**config.mk**
```make
export PLATFORM = sky130hd
export DESIGN_NAME = vixen_fetch_engine
export DESIGN_NICKNAME = d
export VERILOG_FILES = /design/src/rtl/vixen_fetch_engine.sv
export SDC_FILE = /design/constraint.sdc
export NUM_CORES = 2
export LEC_CHECK = 0
export BUFFER_PORTS_ARGS = -buffer_cell sky130_fd_sc_hd__buf_2
export CAP_MARGIN = 20
export CORE_ASPECT_RATIO = 0.6
export CORE_MARGIN = 1
export CORE_UTILIZATION = 50
export CTS_CLUSTER_DIAMETER = 200
export DETAILED_ROUTE_END_ITERATION = 10
export PLACE_DENSITY = 0.71
export SETUP_SLACK_MARGIN = 0.05
export SLEW_MARGIN = 20
export SYNTH_ARGS = -nofsm -noshare
export SYNTH_HDL_FRONTEND = slang
export SYNTH_SLANG_ARGS = --single-unit
export TNS_END_PERCENT = 10
```
**constraint.sdc**
```tcl
create_clock -name clk -period 16.01 [get_ports clk]
set_input_delay 1.601 -clock clk [delete_from_list [all_inputs] [get_ports clk]]
set_output_delay 1.601 -clock clk [all_outputs]
set_load 0.02 [all_outputs]
```
**src/rtl/vixen_fetch_engine.sv**
```systemverilog
// ---------------------------------------------------------------------------
// vixen_fetch_engine
//
// Multi-threaded instruction fetch front end. Keeps one fetch-block-aligned
// PC per SMT thread, picks a thread round-robin and sends one I-cache request
// at a time. Hit responses are pushed into a fetch queue that feeds decode.
// A redirect replaces a thread's PC and kills everything that thread still
// has in flight: its queued entries and its outstanding I-cache request.
//
// Ports
//   clk, rst_n         clock (rising edge) and asynchronous active-low reset
//   thread_active      per-thread fetch enable
//   redirect_valid     redirect/flush request for thread redirect_tid,
//   redirect_tid       new PC redirect_pc (aligned down to a fetch block)
//   redirect_pc
//   ic_req_valid       I-cache request: fetch block address and thread id,
//   ic_req_addr        accepted when ic_req_ready is high
//   ic_req_tid
//   ic_req_ready
//   ic_resp_valid      I-cache response for the outstanding request;
//   ic_resp_hit        a miss returns no data and the thread retries later
//   ic_resp_data
//   fq_out_valid       fetch-queue head (live entries only) to decode,
//   fq_out_data        popped when fq_out_ready is high
//   fq_out_pc
//   fq_out_tid
//   fq_out_ready
//   fq_count           occupied queue entries, killed ones included
// ---------------------------------------------------------------------------
module vixen_fetch_engine #(
    parameter int              NUM_THREADS = 2,
    parameter int              FETCH_BYTES = 16,
    parameter int              FQ_DEPTH    = 8,
    parameter int              PC_W        = 64,
    parameter logic [PC_W-1:0] RESET_PC    = '0,
    localparam int             TID_W       = (NUM_THREADS > 1) ? $clog2(NUM_THREADS) : 1,
    localparam int             DATA_W      = FETCH_BYTES * 8,
    localparam int             CNT_W       = $clog2(FQ_DEPTH) + 1
) (
    input  logic                   clk,
    input  logic                   rst_n,
    input  logic [NUM_THREADS-1:0] thread_active,
    input  logic                   redirect_valid,
    input  logic [TID_W-1:0]       redirect_tid,
    input  logic [PC_W-1:0]        redirect_pc,
    output logic                   ic_req_valid,
    output logic [PC_W-1:0]        ic_req_addr,
    output logic [TID_W-1:0]       ic_req_tid,
    input  logic                   ic_req_ready,
    input  logic                   ic_resp_valid,
    input  logic                   ic_resp_hit,
    input  logic [DATA_W-1:0]      ic_resp_data,
    output logic                   fq_out_valid,
    output logic [DATA_W-1:0]      fq_out_data,
    output logic [PC_W-1:0]        fq_out_pc,
    output logic [TID_W-1:0]       fq_out_tid,
    input  logic                   fq_out_ready,
    output logic [CNT_W-1:0]       fq_count
);

    localparam int              PTR_W      = (FQ_DEPTH > 1) ? $clog2(FQ_DEPTH) : 1;
    localparam logic [PC_W-1:0] ALIGN_MASK = ~(PC_W'(FETCH_BYTES - 1));
    localparam logic [PC_W-1:0] PC_STEP    = PC_W'(FETCH_BYTES);
    localparam logic [CNT_W-1:0] DEPTH_C   = CNT_W'(FQ_DEPTH);

    typedef enum logic {
        IDLE = 1'b0,
        WAIT = 1'b1
    } state_t;

    state_t state, state_next;

    // Requests are held off for the first cycle after reset release so that
    // the request port never depends combinationally on rst_n.
    logic run;

    logic [PC_W-1:0]  pc [NUM_THREADS];
    logic [TID_W-1:0] last_grant;

    // Outstanding request bookkeeping.
    logic [TID_W-1:0] out_tid;
    logic             out_killed;

    // A request that was offered but not accepted keeps its thread so the
    // request fields stay stable until the I-cache takes it.
    logic             hold_valid;
    logic [TID_W-1:0] hold_tid;

    // Fetch queue storage.
    logic [DATA_W-1:0] q_data [FQ_DEPTH];
    logic [PC_W-1:0]   q_pc   [FQ_DEPTH];
    logic [TID_W-1:0]  q_tid  [FQ_DEPTH];
    logic [FQ_DEPTH-1:0] q_killed;
    logic [PTR_W-1:0]  head;
    logic [PTR_W-1:0]  tail;
    logic [CNT_W-1:0]  count;

    logic [NUM_THREADS-1:0] eligible;
    logic                   rr_found;
    logic [TID_W-1:0]       rr_tid;
    logic                   use_hold;
    logic [TID_W-1:0]       sel_tid;
    logic                   grant;
    logic                   resp_fire;
    logic                   resp_killed;
    logic                   push;
    logic                   pop;
    logic                   head_occ;
    logic                   head_killed;

    // A thread may be picked only if enabled, not being redirected right
    // now, and the queue has room for the block it would bring back.
    always_comb begin
        eligible = '0;
        for (int t = 0; t < NUM_THREADS; t++) begin
            eligible[t] = thread_active[t] && (count < DEPTH_C) &&
                          !(redirect_valid && (redirect_tid == TID_W'(t)));
        end
    end

    // Round-robin search starting just after the last granted thread.
    always_comb begin
        logic [TID_W-1:0] cand;
        rr_found = 1'b0;
        rr_tid   = '0;
        cand     = '0;
        for (int off = 1; off <= NUM_THREADS; off++) begin
            cand = TID_W'((int'(last_grant) + off) % NUM_THREADS);
            if (!rr_found && eligible[cand]) begin
                rr_found = 1'b1;
                rr_tid   = cand;
            end
        end
    end

    // A held request is withdrawn if its own thread is redirected, since the
    // address it carries is no longer wanted.
    assign use_hold = hold_valid && !(redirect_valid && (redirect_tid == hold_tid));
    assign sel_tid  = use_hold ? hold_tid : rr_tid;

    assign ic_req_tid  = sel_tid;
    assign ic_req_addr = pc[sel_tid];
    assign grant       = ic_req_valid && ic_req_ready;

    // Response handling: a redirect of the outstanding thread in the same
    // cycle as its response kills the response just like an earlier one.
    assign resp_fire   = (state == WAIT) && ic_resp_valid;
    assign resp_killed = out_killed || (redirect_valid && (redirect_tid == out_tid));
    assign push        = resp_fire && ic_resp_hit && !resp_killed;

    // Killed heads are discarded one per cycle without being shown to decode.
    assign head_occ     = (count != '0);
    assign head_killed  = q_killed[head];
    assign fq_out_valid = head_occ && !head_killed;
    assign pop          = (fq_out_valid && fq_out_ready) || (head_occ && head_killed);

    assign fq_out_data = q_data[head];
    assign fq_out_pc   = q_pc[head];
    assign fq_out_tid  = q_tid[head];
    assign fq_count    = count;

    // FSM state register.
    always_ff @(posedge clk or negedge rst_n) begin
        if (!rst_n) begin
            state <= IDLE;
        end else begin
            state <= state_next;
        end
    end

    // FSM next state and request valid. The queue slot for the outstanding
    // request is implicitly reserved: nothing is issued from WAIT, and a
    // request is only issued while the queue has a free slot.
    always_comb begin
        state_next   = state;
        ic_req_valid = 1'b0;
        case (state)
            IDLE: begin
                ic_req_valid = run && (use_hold || rr_found);
                if (ic_req_valid && ic_req_ready) begin
                    state_next = WAIT;
                end
            end
            WAIT: begin
                if (ic_resp_valid) begin
                    state_next = IDLE;
                end
            end
            default: state_next = IDLE;
        endcase
    end

    // Arbitration, outstanding-request and PC state.
    always_ff @(posedge clk or negedge rst_n) begin
        if (!rst_n) begin
            run        <= 1'b0;
            last_grant <= TID_W'(NUM_THREADS - 1);
            out_tid    <= '0;
            out_killed <= 1'b0;
            hold_valid <= 1'b0;
            hold_tid   <= '0;
            for (int t = 0; t < NUM_THREADS; t++) begin
                pc[t] <= RESET_PC & ALIGN_MASK;
            end
        end else begin
            run <= 1'b1;

            if (grant) begin
                last_grant <= sel_tid;
                out_tid    <= sel_tid;
                out_killed <= 1'b0;
            end else if ((state == WAIT) && redirect_valid && (redirect_tid == out_tid)) begin
                out_killed <= 1'b1;
            end

            hold_valid <= ic_req_valid && !ic_req_ready;
            if (ic_req_valid && !ic_req_ready) begin
                hold_tid <= sel_tid;
            end

            // Redirect wins over the increment from a hit of the same thread.
            for (int t = 0; t < NUM_THREADS; t++) begin
                if (redirect_valid && (redirect_tid == TID_W'(t))) begin
                    pc[t] <= redirect_pc & ALIGN_MASK;
                end else if (push && (out_tid == TID_W'(t))) begin
                    pc[t] <= pc[t] + PC_STEP;
                end
            end
        end
    end

    // Queue pointers, occupancy and kill bits.
    always_ff @(posedge clk or negedge rst_n) begin
        if (!rst_n) begin
            head     <= '0;
            tail     <= '0;
            count    <= '0;
            q_killed <= '0;
        end else begin
            if (push) begin
                tail <= tail + PTR_W'(1);
            end
            if (pop) begin
                head <= head + PTR_W'(1);
            end
            if (push && !pop) begin
                count <= count + CNT_W'(1);
            end else if (pop && !push) begin
                count <= count - CNT_W'(1);
            end

            // A head leaving this cycle is already gone, so marking it too is
            // harmless; the fresh push clears whatever was left in its slot.
            for (int i = 0; i < FQ_DEPTH; i++) begin
                if (redirect_valid && (q_tid[i] == redirect_tid)) begin
                    q_killed[i] <= 1'b1;
                end
            end
            if (push) begin
                q_killed[tail] <= 1'b0;
            end
        end
    end

    // Queue payload needs no reset; occupancy decides what is meaningful.
    always_ff @(posedge clk) begin
        if (push) begin
            q_data[tail] <= ic_resp_data;
            q_pc[tail]   <= pc[out_tid];
            q_tid[tail]  <= out_tid;
        end
    end

endmodule

```
==> metrics.txt <==
Peak VDD IR=0.000108 V; CP delay by family, top=buffers and inverters; Tmin final=6670 ps; Initial DRC Count=3,653; CTS sink cnt=1,657; Max Cap Viol=0; Max Clk Rate=150 MHz; Nets=4,008; # fillers=9,673; global-route wire length before repair=229 mm; Area Overhead vs Synth=14.0%; pre-CTS setup slack=9590 ps; CTS root buffer=clkbuf_16; placed wire-length estimate=92.9 mm; DRC violations left=0; Post-Synthesis Cells=3,301; ys async rst share=0.0875; Post-synth EDFFs=1,512; # rows=103; share of power burned in registers=0.411; vias=34,200; crit path buf inv count=4; Initial Utilization=0.505; total chip power=12.3 mW; largest net degree at the start of global routing=146; Hold-fix buffers, CTS=0; critical path depth=6; area leader, netlist=edfxtp_1; Int Power=8.53 mW; top-count cell post-synth=edfxtp_1; clk slew on worst S/H paths=60 ps; most common flop cell mapped by yosys=edfxtp_1; R2R Setup Slk=10,900 ps; drt total wl=156 mm; drt first pass iters=6; Worst Tran Pin Value=1120 ps; Cell Chain, Critical Path=buf_4 -> buf_4 -> buf_12 -> mux4_2 -> mux2_2 -> buf_2; chip width=472 µm; Net Sw Frac=0.307; core region area=132,000 µm²; CTS tree=built; crit start category=register; final setup violating endpoints=0; H-tree levels=4; vias in the first global route=34,500; Clock Latency Late Sink=770 ps; RSZ-0062 raised after global routing=false; Clock Skew=30.6 ps; Max-Slew Margin vs Limit=0.256; I/O pins=466; Post-CTS Repair Setup Buffers=0; Commonest cells post-synth=edfxtp_1 (1,512), mux4_2 (380), mux2_2 (309); Port Buffers=453; sequential cell area fraction in the yosys report=0.739; die area=134,000 µm²; Combinational Power Share=0.296; Total GRT Usage=0.233; Via density=5.99; area of the mapped netlist=66,400 µm²; chip height=284 µm; fraction of layout cells with a size suffix above 1=0.371; period utilization=0.417; clock share of power=0.293; reg-to-reg critical path endpoint=q_data[4][65]; total grt overflow=0; fin cells=5,716; dpl cells=5,429; Worst Hold Class=reg2reg; Synth top area share=0.684; CP Capture Type=output pin; pins over their slew limit=0; Synth area leaders=edfxtp_1 (68%), mux4_2 (13%), dfrtp_1 (5.4%); Critical R2R Launch=out_killed; Critical Path RT=14,410 ps; worst-path fanout max=114; worst reg2reg path depth=7; antenna violations before repair=26; Max stage delay cell, worst path=buf_4; run status=finished clean; CP arrival=5070 ps; Net Switching=3.78 mW; DR WL/cell=27.3 µm; Power Density=163 nW/µm²; max incr delay on CP=830 ps; Leak=24.7 nW; Synth cell types=51; Antenna Violating Nets Remaining=0; end of the critical path=fq_out_data[82]; FF+latch count, synth=1,657; post-cts sizing count=0; final hold violation count=0; routability cong.=0.879; final setup margin=9340 ps; maximum clock insertion buffer count=3; yosys synthesis warning count=0; CTS buffer count=152; most frequent cell on the critical path=buf_4; beginning of the critical path=head[0]; Avg Inst Size Synth=20.1 µm²; WS Path Type=reg2out
## layer usage
layer / part of all wire / vias up / track usage
met5: 0.00022 / - / 0
met4: 0.028 / 6 / 0.0739
met3: 0.083 / 247 / 0.0525
met2: 0.47 / 1463 / 0.356
met1: 0.42 / 17900 / 0.335
li1: - / 14600 / -
## placed cells by master, fill, tap and decap left out, types with 38 or more instances in the layout
| master | synthesis | final |
|---|---|---|
| edfxtp_1 | 1512 | 1512 |
| mux4_2 | 380 | 380 |
| buf_4 | 8 | 57 |
| xor2_1 | 47 | 47 |
| clkbuf_1 | 112 | 38 |
| nor2_1 | 84 | 83 |
| dfrtp_1 | 144 | 140 |
| o21ai_0 | 98 | 96 |
| clkbuf_16 | 0 | 154 |
| nand2_1 | 123 | 122 |
| a31oi_1 | 56 | 56 |
| nand3_1 | 50 | 50 |
| nand4_1 | 55 | 55 |
| buf_2 | 40 | 452 |
| mux2_2 | 309 | 308 |
## through the flow
| stage | hold slack, ps | setup TNS, ps | utilization | instance area [µm²] |
|---|---|---|---|---|
| floorplan | 457 | -85370 | - | 66400 |
| global placement | 473 | 0 | 0.538 | 70700 |
| detailed placement | 480 | 0 | 0.538 | 70700 |
| CTS | 495 | 0 | 0.575 | 75700 |
| global route | 544 | 0 | 0.575 | 75700 |
| finish | 493 | 0 | 0.575 | 75700 |
## worst min-delay path, stage by stage, from the launching register on
cell and delay (ps):
dfrtp_1 340, a21oi_1 40, nor2_1 70
## worst min path at each step
stage                     start           to  cells past startpoint
finish              q_killed[2]  q_killed[2]                      2
global route        q_killed[1]  q_killed[1]                      2
CTS                 q_killed[2]  q_killed[2]                      2
detailed placement  q_killed[2]  q_killed[2]                      2
global placement    q_killed[2]  q_killed[2]                      2
floorplan           q_killed[2]  q_killed[2]                      2
## final cells by class
class / instances / area, µm² / share of cell area
antenna: 11 / 27.5 / 0.000364
clock buffer: 200 / 4110 / 0.0542
clock inverter: 76 / 830 / 0.0110
inverter: 16 / 60.1 / 0.000793
multi-input combinational: 1458 / 16600 / 0.220
sequential: 1657 / 49000 / 0.648
tap: 1785 / 2230 / 0.0295
timing repair buffer: 513 / 2760 / 0.0365
## flip-flops by register name (all words and copies together), names as in the netlist
register    flops
run             1
hold_tid        1
pc            120
state           1
last_grant      1
tail            3
q_killed        8
out_tid         1
head            3
fq_count        4
q_data       1024
q_tid           8
out_killed      1
q_pc          480
hold_valid      1
## kinds of logic (layout without fill, tap and decap cells)
group,count (synthesis),after routing,synth area share
xor gates and xnor gates,79,79,0.0104
adders and majority gates,8,8,0.00162
other,2,20,0.000113
buffers and inverters,193,805,0.0126
muxes,695,695,0.182
DFF,1657,1657,0.739
AOI/OAI and AO/OA,200,200,0.0175
and+or+nand+nor,467,467,0.0370
## power by group through the flow
stage | logic (mW) | clock network [mW] | registers [mW]
2_1_floorplan | 2.65 | 0 | 5.07
3_3_place_gp | 3.67 | 0 | 5.15
3_5_place_dp | 3.70 | 0 | 5.16
4_1_cts | 3.71 | 3.67 | 5.06
5_1_grt | 3.87 | 3.83 | 5.08
6_report | 3.64 | 3.60 | 5.07
Power figures use the tool's default switching activity.
